<file path="src/rtl/add_sched_pkg.sv">
// rtl/add_sched_pkg.sv - shared types and sizing constants for the serial add/sub scheduler
package add_sched_pkg;

    typedef enum logic [1:0] {
        IDLE = 2'd0,
        CALC = 2'd1,
        DONE = 2'd2
    } state_t;

    // Counter width for a given nibble count; never narrower than one bit
    function automatic int cnt_width(input int nibbles);
        return (nibbles > 1) ? $clog2(nibbles) : 1;
    endfunction

    localparam int ADD_WIDTH = 16;
    localparam int NIBBLES   = ADD_WIDTH / 4;
    localparam int CNT_W     = cnt_width(NIBBLES);

endpackage

</file>
<file path="src/rtl/adder_4.sv">
// rtl/adder_4.sv - 4-bit carry-lookahead adder slice
module adder_4 (
    input  logic [3:0] a,
    input  logic [3:0] b,
    input  logic       cin,
    output logic [3:0] f,
    output logic       c4
);

    logic [3:0] g;
    logic [3:0] p;
    logic [3:0] c;

    // Generate/propagate lookahead; every carry is a flat sum of products
    always_comb begin
        g    = a & b;
        p    = a ^ b;
        c[0] = cin;
        c[1] = g[0] | (p[0] & cin);
        c[2] = g[1] | (p[1] & g[0]) | (p[1] & p[0] & cin);
        c[3] = g[2] | (p[2] & g[1]) | (p[2] & p[1] & g[0]) | (p[2] & p[1] & p[0] & cin);
        c4   = g[3] | (p[3] & g[2]) | (p[3] & p[2] & g[1]) | (p[3] & p[2] & p[1] & g[0])
             | (p[3] & p[2] & p[1] & p[0] & cin);
        f    = p ^ c;
    end

endmodule

</file>
<file path="src/rtl/add_sched.sv">
// rtl/add_sched.sv - two-requester round-robin add/sub unit over one shared nibble slice
module add_sched
    import add_sched_pkg::*;
#(
    parameter int WIDTH = ADD_WIDTH
) (
    input  logic               clk,
    input  logic               rst_n,
    input  logic [1:0]         req_valid,
    output logic [1:0]         req_ready,
    input  logic [2*WIDTH-1:0] req_a,
    input  logic [2*WIDTH-1:0] req_b,
    input  logic [1:0]         req_sub,
    output logic               rsp_valid,
    input  logic               rsp_ready,
    output logic               rsp_id,
    output logic [WIDTH-1:0]   rsp_sum,
    output logic               rsp_cout,
    output logic               rsp_ovf
);

    localparam int NIB = WIDTH / 4;
    localparam int CW  = cnt_width(NIB);

    state_t           state, state_nxt;
    logic [WIDTH-1:0] a_q, b_q, sum_q;
    logic [CW-1:0]    k_q;
    logic             carry_q, id_q, cout_q, ovf_q, rr_q;

    logic [1:0]       grant;
    logic             gid, sub_sel, xfer, last;
    logic [3:0]       nib_a, nib_b, nib_f;
    logic             nib_c4;

    // Arbitration: a lone requester wins outright, a tie goes to the pointer
    always_comb begin
        grant = req_valid;
        if (req_valid == 2'b11) begin
            grant = rr_q ? 2'b10 : 2'b01;
        end
    end

    assign req_ready = (state == IDLE && rst_n) ? grant : 2'b00;
    assign xfer      = |(req_valid & req_ready);
    assign gid       = req_ready[1];
    assign sub_sel   = gid ? req_sub[1] : req_sub[0];
    assign last      = (k_q == CW'(NIB - 1));

    assign nib_a = a_q[{k_q, 2'b00} +: 4];
    assign nib_b = b_q[{k_q, 2'b00} +: 4];

    adder_4 u_slice (
        .a   (nib_a),
        .b   (nib_b),
        .cin (carry_q),
        .f   (nib_f),
        .c4  (nib_c4)
    );

    // State register
    always_ff @(posedge clk or negedge rst_n) begin
        if (!rst_n) begin
            state <= IDLE;
        end else begin
            state <= state_nxt;
        end
    end

    // Next-state: accept, run one nibble per cycle, hold result until taken
    always_comb begin
        state_nxt = state;
        case (state)
            IDLE:    if (xfer)      state_nxt = CALC;
            CALC:    if (last)      state_nxt = DONE;
            DONE:    if (rsp_ready) state_nxt = IDLE;
            default:                state_nxt = IDLE;
        endcase
    end

    // Operand capture on accept, then serial nibble accumulation with flags on the last one
    always_ff @(posedge clk or negedge rst_n) begin
        if (!rst_n) begin
            a_q     <= '0;
            b_q     <= '0;
            sum_q   <= '0;
            k_q     <= '0;
            carry_q <= 1'b0;
            id_q    <= 1'b0;
            cout_q  <= 1'b0;
            ovf_q   <= 1'b0;
            rr_q    <= 1'b0;
        end else if (xfer) begin
            a_q     <= gid ? req_a[2*WIDTH-1:WIDTH] : req_a[WIDTH-1:0];
            b_q     <= (gid ? req_b[2*WIDTH-1:WIDTH] : req_b[WIDTH-1:0]) ^ {WIDTH{sub_sel}};
            carry_q <= sub_sel;
            id_q    <= gid;
            k_q     <= '0;
            rr_q    <= ~gid;
        end else if (state == CALC) begin
            sum_q[{k_q, 2'b00} +: 4] <= nib_f;
            carry_q <= nib_c4;
            k_q     <= k_q + CW'(1);
            if (last) begin
                cout_q <= nib_c4;
                // carry into the MSB recovered from the sum bit and its operands
                ovf_q  <= nib_f[3] ^ nib_a[3] ^ nib_b[3] ^ nib_c4;
            end
        end
    end

    assign rsp_valid = (state == DONE);
    assign rsp_id    = id_q;
    assign rsp_sum   = sum_q;
    assign rsp_cout  = cout_q;
    assign rsp_ovf   = ovf_q;

endmodule

</file>
<file path="config.mk">
export PLATFORM = sky130hd
export DESIGN_NAME = add_sched
export DESIGN_NICKNAME = d
export VERILOG_FILES = /design/src/rtl/add_sched_pkg.sv /design/src/rtl/adder_4.sv /design/src/rtl/add_sched.sv
export SDC_FILE = /design/constraint.sdc
export NUM_CORES = 1
export LEC_CHECK = 0
export CAP_MARGIN = 0
export CELL_PAD_IN_SITES_DETAIL_PLACEMENT = 1
export CELL_PAD_IN_SITES_GLOBAL_PLACEMENT = 2
export CORE_MARGIN = 2
export CORE_UTILIZATION = 26
export DETAILED_ROUTE_END_ITERATION = 6
export GPL_ROUTABILITY_DRIVEN = 0
export PLACE_DENSITY_LB_ADDON = 0.1
export SYNTH_ARGS = -nofsm -noshare
export SYNTH_HDL_FRONTEND = slang
export SYNTH_SLANG_ARGS = --single-unit
</file>
<file path="constraint.sdc">
create_clock -name clk -period 3.1 [get_ports clk]
set_clock_uncertainty 0.2 [all_clocks]
set_input_delay 0.775 -clock clk [delete_from_list [all_inputs] [get_ports clk]]
set_output_delay 0.775 -clock clk [all_outputs]
set_load 0.005 [all_outputs]
</file>
==> results.json <==
{
  "antenna_cells": 0,
  "drc": 0,
  "pwr_density_cell_nw_per_um2": 1060,
  "synth_top_cell_area_share": 0.471,
  "std_cell_rows": 39,
  "final_hold_viol_count": 0,
  "dieArea_sq_um": 12500,
  "firstDrtPassIters": 6,
  "cap_violations": 0,
  "cts_buffers": 9,
  "hold_buffers": 0,
  "synth_xor_area_frac": 0.0608,
  "grt_setup_unrepaired": "no",
  "drive_above_1_share": 0.113,
  "clk_path_buf_depth": 2,
  "cts.sinks": 57,
  "antenna_found_initial": 0,
  "globalRouteOverflowTotal": 0,
  "finalCritPeriodShare": 0.949,
  "cts_tree": "built",
  "synth.largest_area_cell": "dfrtp_1",
  "max_slew.worst_pin.slew_ns": 0.731,
  "vdd_drop_max_mv": 0.473,
  "fmax_mhz": 340,
  "critPathKind": "input pin to output port",
  "maxSlewHeadroom": 0.513,
  "post_cts_resize_count": 1,
  "netlist_top_cells_area": "dfrtp_1 (47%), mux4_2 (6.0%), xnor2_1 (5.8%), a222oi_1 (5.3%), mux2i_1 (5.3%)",
  "synth_cell_types": 37,
  "clock_latency_ns": 0.32,
  "synth_nets": 358,
  "area_delta_synth_final_pct": 50.5,
  "fill_cells": 1259,
  "io_buffers": 92,
  "nets": 460,
  "synth_top_family_by_area": "compound AO/OA/AOI/OAI gates",
  "ys.flop_type": "dfrtp_1",
  "clk_pin_slew_ns": 0.05,
  "synth_area_sq_um": 3030,
  "die_x_um": 112,
  "core_sq_um": 11400,
  "timing.hold.ws_ns": 0.278,
  "grt_usage": 0.138,
  "synth.yosys.warnings": 0,
  "critical_path_peak_fanout": 4,
  "drt-vias-per-instance": 4.75,
  "synth-compound-area-share": 0.159,
  "muxShareOfSynthArea": 0.120,
  "final_core_utilization": 0.401,
  "grt_pass1_vias": 2647,
  "finalSetupViolations": 0,
  "grt_max_degree": 58,
  "htree_levels": 3,
  "status": "complete, no violations",
  "vias": 2492,
  "period_needed_ns": 2.94,
  "finalSetupTns_ns": 0,
  "async_reset_ff_frac": 1.00,
  "synthCells": 275,
  "cp.arrival_ns": 1.97,
  "routedWlPerCell_um": 15.5,
  "dp_hpwl_mm": 5.96,
  "cts_setup_buffers": 0,
  "synth-simple-area-share": 0.0868,
  "die_h_um": 112,
  "maxSlewViolCount": 0,
  "first_iter_violations": 122,
  "synth_adder_area_share": 0.0521,
  "syn_area_per_cell_sq_um": 11.0,
  "yosysMostFrequentCell": "dfrtp_1",
  "p_leak_uw": 0.00211,
  "grt_pass1_wl_mm": 13.4,
  "start_util": 0.266,
  "worstSetupEndpointType": "output port",
  "critPathRequiredTime_ns": 2.12,
  "io_pins": 93,
  "ys_seq_elements": 57,
  "ys_seq_area_frac": 0.471,
  "finalPower_uw": 4850,
  "wirelength_mm": 8.14,
  "critPathLaunchType": "input pin",
  "hold_class": "flop to flop",
  "synth_edf_count": 0,
  "cts-root-buf": "clkbuf_16",
  "ys_top_cells_by_count": "dfrtp_1 (57), nand2_1 (36), inv_1 (22)",
  "antenna_left": 0
}
cell type report:
cell class                      count  area [sq um]  area share
Inverter                           23          86.3      0.0190
Sequential cell                    57          1430       0.313
Multi-Input combinational cell    182          1460       0.321
Clock inverter                      4          97.6      0.0214
Tap cell                          143           179      0.0393
Timing Repair Buffer              104          1040       0.227
Clock buffer                       12           267      0.0585
sequential cells by signal (all words and copies together), names as in the netlist:
name	count
rsp_cout	1
rsp_sum	16
rsp_id	1
state	2
carry_q	1
b_q	16
a_q	16
rsp_ovf	1
rr_q	1
k_q	2
path summary, 6_finish.rpt:
check	from	endpoint	slack, ns	depth (start not counted)
worst max-delay path	rst_n	req_ready[0]	0.16	5
max in group asynchronous	rst_n	rr_q	1.79	2
worst min-delay path	rsp_sum[5]	rsp_sum[5]	0.28	2
worst max register to register	k_q[0]	rsp_ovf	0.29	8
worst min register to register	rsp_sum[5]	rsp_sum[5]	0.28	2
min in group asynchronous	rst_n	rsp_sum[7]	0.43	2
layer usage:
metal | vias to the layer above | GRT usage | wire, um
met4 | 0 | 0.0494 | 107
met3 | 8 | 0.0327 | 394
li1 | 1203 | - | -
met1 | 1211 | 0.169 | 3560
met5 | - | 0 | 0
met2 | 70 | 0.235 | 4080
cell families (layout without fill, tap and decap cells):
kind of cell	count (synthesis)	after routing
compound gates	65	65
xor+xnor	21	21
fa+ha+maj	12	12
buf+inv	36	143
flops	57	57
mux	25	25
simple gates	59	59
power by group:
part / leakage (uW) / switching [uW] / total [uW] / internal [uW]
clock: 0.000175 / 330 / 1180 / 850
combinational: 0.00121 / 1270 / 2430 / 1150
sequential: 0.000730 / 178 / 1240 / 1070
worst max-delay path, stage by stage:
cell,delay (ns)
buf_2,0.10
nor3b_2,0.16
buf_4,0.16
and3_2,0.25
clkdlybuf4s50_1,0.52
layout by cell type, fill, tap and decap left out, types with 2 or more instances in the layout:
| cell | n |
|---|---|
| clkbuf_8 | 3 |
| nand2b_1 | 4 |
| dlymetal6s2s_1 | 2 |
| a22o_1 | 8 |
| ha_1 | 11 |
| a21oi_1 | 3 |
| a21o_1 | 2 |
| or3_1 | 2 |
| nor2_1 | 6 |
| nand3_1 | 5 |
| mux4_2 | 8 |
| inv_1 | 22 |
| o21ai_1 | 16 |
| nand2_1 | 36 |
| nor2b_1 | 2 |
| mux2i_1 | 16 |
| a222oi_1 | 16 |
| bufinv_16 | 3 |
| clkbuf_16 | 9 |
| buf_4 | 10 |
| o31ai_1 | 6 |
| clkdlybuf4s50_1 | 89 |
| o21ai_0 | 5 |
| dfrtp_1 | 57 |
| o41ai_1 | 2 |
| xnor2_1 | 20 |
| buf_12 | 2 |
through the flow:
step	instance area (sq um)	cells	setup slack, ns
floorplan	3030	275	0.204
global placement	4180	509	-0.0183
detailed placement	4180	509	-0.0186
CTS	4550	525	0.0197
global route	4560	525	0.0913
finish	4560	525	0.157
(Power assumes the default switching activity.)
